--- config.mk ---
export PLATFORM = sky130hd
export DESIGN_NAME = parc_core_scoreboard_spec
export DESIGN_NICKNAME = d
export VERILOG_FILES = /design/src/rtl/parc_core_scoreboard_spec.sv
export SDC_FILE = /design/constraint.sdc
export NUM_CORES = 1
export LEC_CHECK = 0
export CORE_MARGIN = 4
export CORE_UTILIZATION = 35
export CTS_CLUSTER_DIAMETER = 200
export DETAILED_ROUTE_END_ITERATION = 6
export PLACE_DENSITY = 0.61
export SYNTH_ARGS = -nofsm -noshare
export SYNTH_HDL_FRONTEND = slang
export SYNTH_SLANG_ARGS = --single-unit
export TNS_END_PERCENT = 10
--- constraint.sdc ---
create_clock -name clk -period 16 [get_ports clk]
set_input_delay 3.2 -clock clk [delete_from_list [all_inputs] [get_ports clk]]
set_output_delay 3.2 -clock clk [all_outputs]
set_load 0.005 [all_outputs]
--- src/rtl/parc_core_scoreboard_spec.sv ---
// In-order-issue scoreboard for the PARC decode stage: tracks pending destinations,
// drives operand bypass selects, RAW/writeback-port stalls and squashes speculative entries.
module parc_core_scoreboard_spec #(
  parameter int NREGS   = 32,
  parameter int LAT_W   = 6,
  parameter int NFU     = 3,
  parameter int ROB_W   = 4,
  parameter int BYP_LIM = 3,
  localparam int AREG_W = $clog2(NREGS),
  localparam int FU_W   = $clog2(NFU + 3)
) (
  input  logic              clk,
  input  logic              reset,
  input  logic [AREG_W-1:0] src0,
  input  logic              src0_en,
  input  logic [AREG_W-1:0] src1,
  input  logic              src1_en,
  input  logic [AREG_W-1:0] dst,
  input  logic              dst_en,
  input  logic [FU_W-1:0]   func_unit,
  input  logic [LAT_W-1:0]  latency,
  input  logic              inst_val_Dhl,
  input  logic              non_sb_stall_Dhl,
  input  logic [LAT_W-1:0]  stalls,
  input  logic [ROB_W-1:0]  rob_alloc_slot,
  input  logic              rob_commit_wen,
  input  logic [ROB_W-1:0]  rob_commit_slot,
  input  logic              spec_Dhl,
  input  logic              br_resolve,
  input  logic              br_mispred,
  output logic [FU_W-1:0]   src0_byp_mux_sel,
  output logic [ROB_W-1:0]  src0_byp_rob_slot,
  output logic [FU_W-1:0]   src1_byp_mux_sel,
  output logic [ROB_W-1:0]  src1_byp_rob_slot,
  output logic              stall_hazard,
  output logic [FU_W-1:0]   wb_mux_sel
);

  logic [NREGS-1:0] pending_r;
  logic [NREGS-1:0] spec_r;
  logic [LAT_W-1:0] lat_r   [NREGS];
  logic [FU_W-1:0]  fu_r    [NREGS];
  logic [ROB_W-1:0] rob_r   [NREGS];
  logic [LAT_W-1:0] wbvec_r [NFU];

  logic            wb_hazard_s;
  logic [FU_W-1:0] wb_sel_s;
  logic            src0_ok_s;
  logic            src1_ok_s;
  logic            accept_s;
  logic            alloc_s;
  logic            squash_s;

  function automatic logic src_ok_f(input logic en, input logic [AREG_W-1:0] src,
                                    input logic pend, input logic [LAT_W-1:0] lat);
    return !en || (src == AREG_W'(0)) || !pend || (32'(lat) < (32'd1 << BYP_LIM));
  endfunction

  // A producer with one cycle left is caught on the writeback bus; zero means it sits in the ROB.
  function automatic logic [FU_W-1:0] byp_sel_f(input logic [AREG_W-1:0] src, input logic pend,
                                                input logic [LAT_W-1:0] lat,
                                                input logic [FU_W-1:0] fu);
    logic [FU_W-1:0] sel;
    if ((src == AREG_W'(0)) || !pend) begin
      sel = FU_W'(0);
    end else if (lat == LAT_W'(1)) begin
      sel = FU_W'(NFU + 1);
    end else if (lat == LAT_W'(0)) begin
      sel = FU_W'(NFU + 2);
    end else begin
      sel = fu;
    end
    return sel;
  endfunction

  // Hazard detection, issue acceptance and writeback port selection
  always_comb begin
    wb_hazard_s = 1'b0;
    wb_sel_s    = FU_W'(0);
    for (int f = NFU - 1; f >= 0; f--) begin
      wb_hazard_s = wb_hazard_s | (|((wbvec_r[f] >> 1) & latency));
      wb_sel_s    = wbvec_r[f][1] ? FU_W'(f + 1) : wb_sel_s;
    end
    squash_s  = br_resolve && br_mispred;
    src0_ok_s = src_ok_f(src0_en, src0, pending_r[src0], lat_r[src0]);
    src1_ok_s = src_ok_f(src1_en, src1, pending_r[src1], lat_r[src1]);
    accept_s  = src0_ok_s && src1_ok_s && !wb_hazard_s && inst_val_Dhl &&
                !non_sb_stall_Dhl && !squash_s;
    alloc_s   = accept_s && dst_en && (dst != AREG_W'(0));
  end

  assign src0_byp_mux_sel  = byp_sel_f(src0, pending_r[src0], lat_r[src0], fu_r[src0]);
  assign src1_byp_mux_sel  = byp_sel_f(src1, pending_r[src1], lat_r[src1], fu_r[src1]);
  assign src0_byp_rob_slot = rob_r[src0];
  assign src1_byp_rob_slot = rob_r[src1];
  assign stall_hazard      = !accept_s;
  assign wb_mux_sel        = wb_sel_s;

  // Per-register tracking; a new producer overrides a same-cycle commit of its old slot
  always_ff @(posedge clk or posedge reset) begin
    if (reset) begin
      pending_r <= '0;
      spec_r    <= '0;
      for (int r = 0; r < NREGS; r++) begin
        lat_r[r] <= LAT_W'(0);
        fu_r[r]  <= FU_W'(0);
      end
    end else begin
      for (int r = 0; r < NREGS; r++) begin
        if (alloc_s && (dst == AREG_W'(r))) begin
          pending_r[r] <= 1'b1;
          lat_r[r]     <= latency;
          fu_r[r]      <= func_unit;
          spec_r[r]    <= spec_Dhl;
        end else if (squash_s && spec_r[r]) begin
          pending_r[r] <= 1'b0;
          lat_r[r]     <= LAT_W'(0);
          fu_r[r]      <= FU_W'(0);
          spec_r[r]    <= 1'b0;
        end else begin
          lat_r[r] <= (lat_r[r] & stalls) | ((lat_r[r] & ~stalls) >> 1);
          if (rob_commit_wen && (rob_commit_slot == rob_r[r])) begin
            pending_r[r] <= 1'b0;
          end
          if (br_resolve && !br_mispred) begin
            spec_r[r] <= 1'b0;
          end
        end
      end
    end
  end

  // ROB slot per register; left unreset because pending masks any stale value
  always_ff @(posedge clk) begin
    for (int r = 0; r < NREGS; r++) begin
      if (alloc_s && (dst == AREG_W'(r))) begin
        rob_r[r] <= rob_alloc_slot;
      end
    end
  end

  // Writeback port occupancy; squashed producers keep their slot as bubbles
  always_ff @(posedge clk or posedge reset) begin
    if (reset) begin
      for (int f = 0; f < NFU; f++) begin
        wbvec_r[f] <= LAT_W'(0);
      end
    end else begin
      for (int f = 0; f < NFU; f++) begin
        wbvec_r[f] <= (wbvec_r[f] >> 1) |
                      ((accept_s && (func_unit == FU_W'(f + 1))) ? latency : LAT_W'(0));
      end
    end
  end

endmodule

==> results.toml <==
[floorplan]
start_util_pct = 35.4
die_area_sq_mm = 0.0896
core_sq_mm = 0.0840
die_w_microns = 299
rows = 106
die_y_microns = 299
io_pins = 67

[setup_path]
critical_path_class = "primary input to output port"
crit_required_ps = 12800
critPathCaptureType = "output port"
cp_max_fo = 70
start_kind = "primary input"
arrival_ps = 8470

[synth]
syn_avg_cell_area_sq_um = 12.3
yosys.area.top_type = "dfrtp_1"
async_reset_ff_share_pct = 74.1
synth_area_leaders = "dfrtp_1 31%, mux4_2 17%, edfxtp_1 13%"
synth-seq-cells = 495
ys_types = 64
yosysSeqAreaShare_pct = 43.8
ys_warn_count = 0
synthFlopType = "dfrtp_1"
synthTopCellsByCount = "367 x dfrtp_1, 230 x mux4_2, 228 x nor2_1, 227 x mux2_2, 160 x a22oi_1"
yosys.area.top_type_share_pct = 30.9
syn_inst = 2425
synth.most_common_cell = "dfrtp_1"
synth-edff-count = 128
syn_area_sq_mm = 0.0297

[global_routing]
grt_pass1_wl_microns = 147000
grt_pass1_vias = 22400
grt_max_degree = 101
antenna_found_initial = 3
grt_usage_pct = 21.5
overflow = 0

[detailed_routing]
vias_per_cell = 6.11
dr.pass1.iters = 6
final_antenna_net_count = 0
drcViolationCount = 0
postRouteWirelength_microns = 98000
drt-wirelength-per-cell_microns = 27.3
vias = 21900
drtIter0Drc = 2531

[timing]
rsz0062_at_grt = "false"
hold_viol_final = 0
max-slew-margin-rel_pct = 17.1
tns_ps = 0
report.final.slew_viol_count = 0
finalCriticalPeriod_ps = 11670
clock-skew-final_ps = 23.1
fin_crit_sh_pct = 72.9
setup_viol = 0
worst_pin_slew_ps = 1240
fmax_mhz = 85.7

[clock_network]
ctsResizeCount = 0
htreeDepth = 2
post-cts-setup-buffers = 0
clk_pin_slew_worst_paths_ps = 60
cts_buffers = 55
cts_tree = "done"
clkLatencyLatePin_ps = 630
clock-root-buffer = "clkbuf_16"
clock-sinks = 495
cts_hold_buf = 0
clockBufferDepth = 3

[job]
drv_cap = 0

[final_layout]
nets = 2451
area_delta_synth_final_pct = 11.8
fillers = 7856
drive_gt1_share_pct = 27.2

[min_path]
hold_class = "register to register"

[placed_design]
dp_hpwl_microns = 66200
place.gp.congestion = 0.921
io_buffers = 65

[power_and_ir_drop]
total_power_mw = 3.03
leakagePower_nw = 13.3
ir_drop_mv = 0.0683
power_density_mw_per_mm2 = 91.2

[status]
status = "completed"
==> per-stage QoR <==
stage / utilization (%) / hold WS [ps] / setup slack [ps] / area, sq um / std cells
after floorplan: - / 437 / 2610 / 29700 / 2429
after global placement: 37.3 / 459 / 4560 / 31300 / 3479
after detailed placement: 37.3 / 459 / 4450 / 31300 / 3479
after CTS: 39.6 / 472 / 4410 / 33200 / 3581
after global routing: 39.6 / 492 / 4020 / 33200 / 3581
final: 39.6 / 468 / 4330 / 33200 / 3583
==> report_power, final <==
group          total (mW)  leakage (nW)  switching [mW]  internal [mW]
combinational       0.335          6.09           0.206          0.129
clock                1.34         0.940           0.549          0.791
sequential           1.36          6.25          0.0293           1.33
==> cells by family after synthesis <==
family	Yosys count	share of synthesized area (%)
xor gates and xnor gates	128	3.77
DFF	495	43.8
and+or+nand+nor	725	12.3
other	1	0.0126
buffers and inverters	229	3.32
AOI/OAI and AO/OA	279	7.01
muxes	568	29.8
==> layout by cell type (no fill, tap or decap), types with 9 or more instances in the layout <==
master | synthesis | final
dfrtp_1 | 367 | 367
mux4_2 | 230 | 230
nor2_1 | 228 | 228
mux2_2 | 227 | 227
a22oi_1 | 160 | 160
nand2_1 | 154 | 154
edfxtp_1 | 128 | 128
mux2i_1 | 109 | 109
xor2_1 | 96 | 96
nor3_1 | 90 | 89
and3_1 | 65 | 65
nand3_1 | 64 | 64
clkbuf_16 | 0 | 57
buf_4 | 17 | 54
clkdlybuf4s50_1 | 0 | 51
nor2b_1 | 39 | 39
xnor2_1 | 32 | 32
a21oi_1 | 29 | 29
inv_1 | 25 | 23
o21ai_0 | 23 | 23
nor3_4 | 19 | 19
nor4_1 | 20 | 17
nand2b_1 | 17 | 17
clkbuf_8 | 0 | 16
a41o_1 | 12 | 12
buf_2 | 32 | 10
a211oi_1 | 9 | 9
nor4_2 | 8 | 9
clkinv_2 | 0 | 9
==> routing by layer <==
layer	GRT usage, %	wire, microns	vias to the layer above
met2	34.6	46200	1148
met4	7.51	3550	0
li1	-	-	9141
met3	4.56	8670	191
met1	28.8	39500	11400
met5	0	0	-
==> area by class of cell <==
| cell class | instances | area (sq um) | share of cell area (%) |
|---|---|---|---|
| diodes | 2 | 5.00 | 0.0151 |
| multi-input cells | 1705 | 15800 | 47.4 |
| inverters | 27 | 109 | 0.328 |
| well taps | 1134 | 1420 | 4.27 |
| flip-flops and latches | 495 | 13000 | 39.2 |
| clock inverters | 22 | 235 | 0.708 |
| clock buffers | 80 | 1680 | 5.05 |
| repair buffers | 118 | 1000 | 3.01 |
==> sequential cells by signal, indices dropped and copies added (netlist names) <==
signal / count
pending_r: 32
spec_r: 32
lat_r: 192
fu_r: 96
wbvec_r: 15
rob_r: 128
==> path summary, 6_finish.rpt <==
check | start | endpoint | slack [ps] | cells past startpoint
worst max-delay path | src0[1] | stall_hazard | 4330 | 10
max in group asynchronous | reset | spec_r[23] | 10600 | 4
worst max register to register | lat_r[53] | pending_r[9] | 11700 | 8
worst min register to register | wbvec_r[9] | wbvec_r[8] | 470 | 1
worst min-delay path | wbvec_r[9] | wbvec_r[8] | 470 | 1
min in group asynchronous | reset | fu_r[86] | 3090 | 2
==> worst max-delay path: stages <==
cell	delay, ps
buf_6	380
buf_4	930
mux4_2	610
mux2i_1	190
o21ai_0	150
a2111oi_2	560
o41ai_4	140
nor2_1	920
inv_1	710
clkdlybuf4s50_1	630
Power figures use the tool's default switching activity.
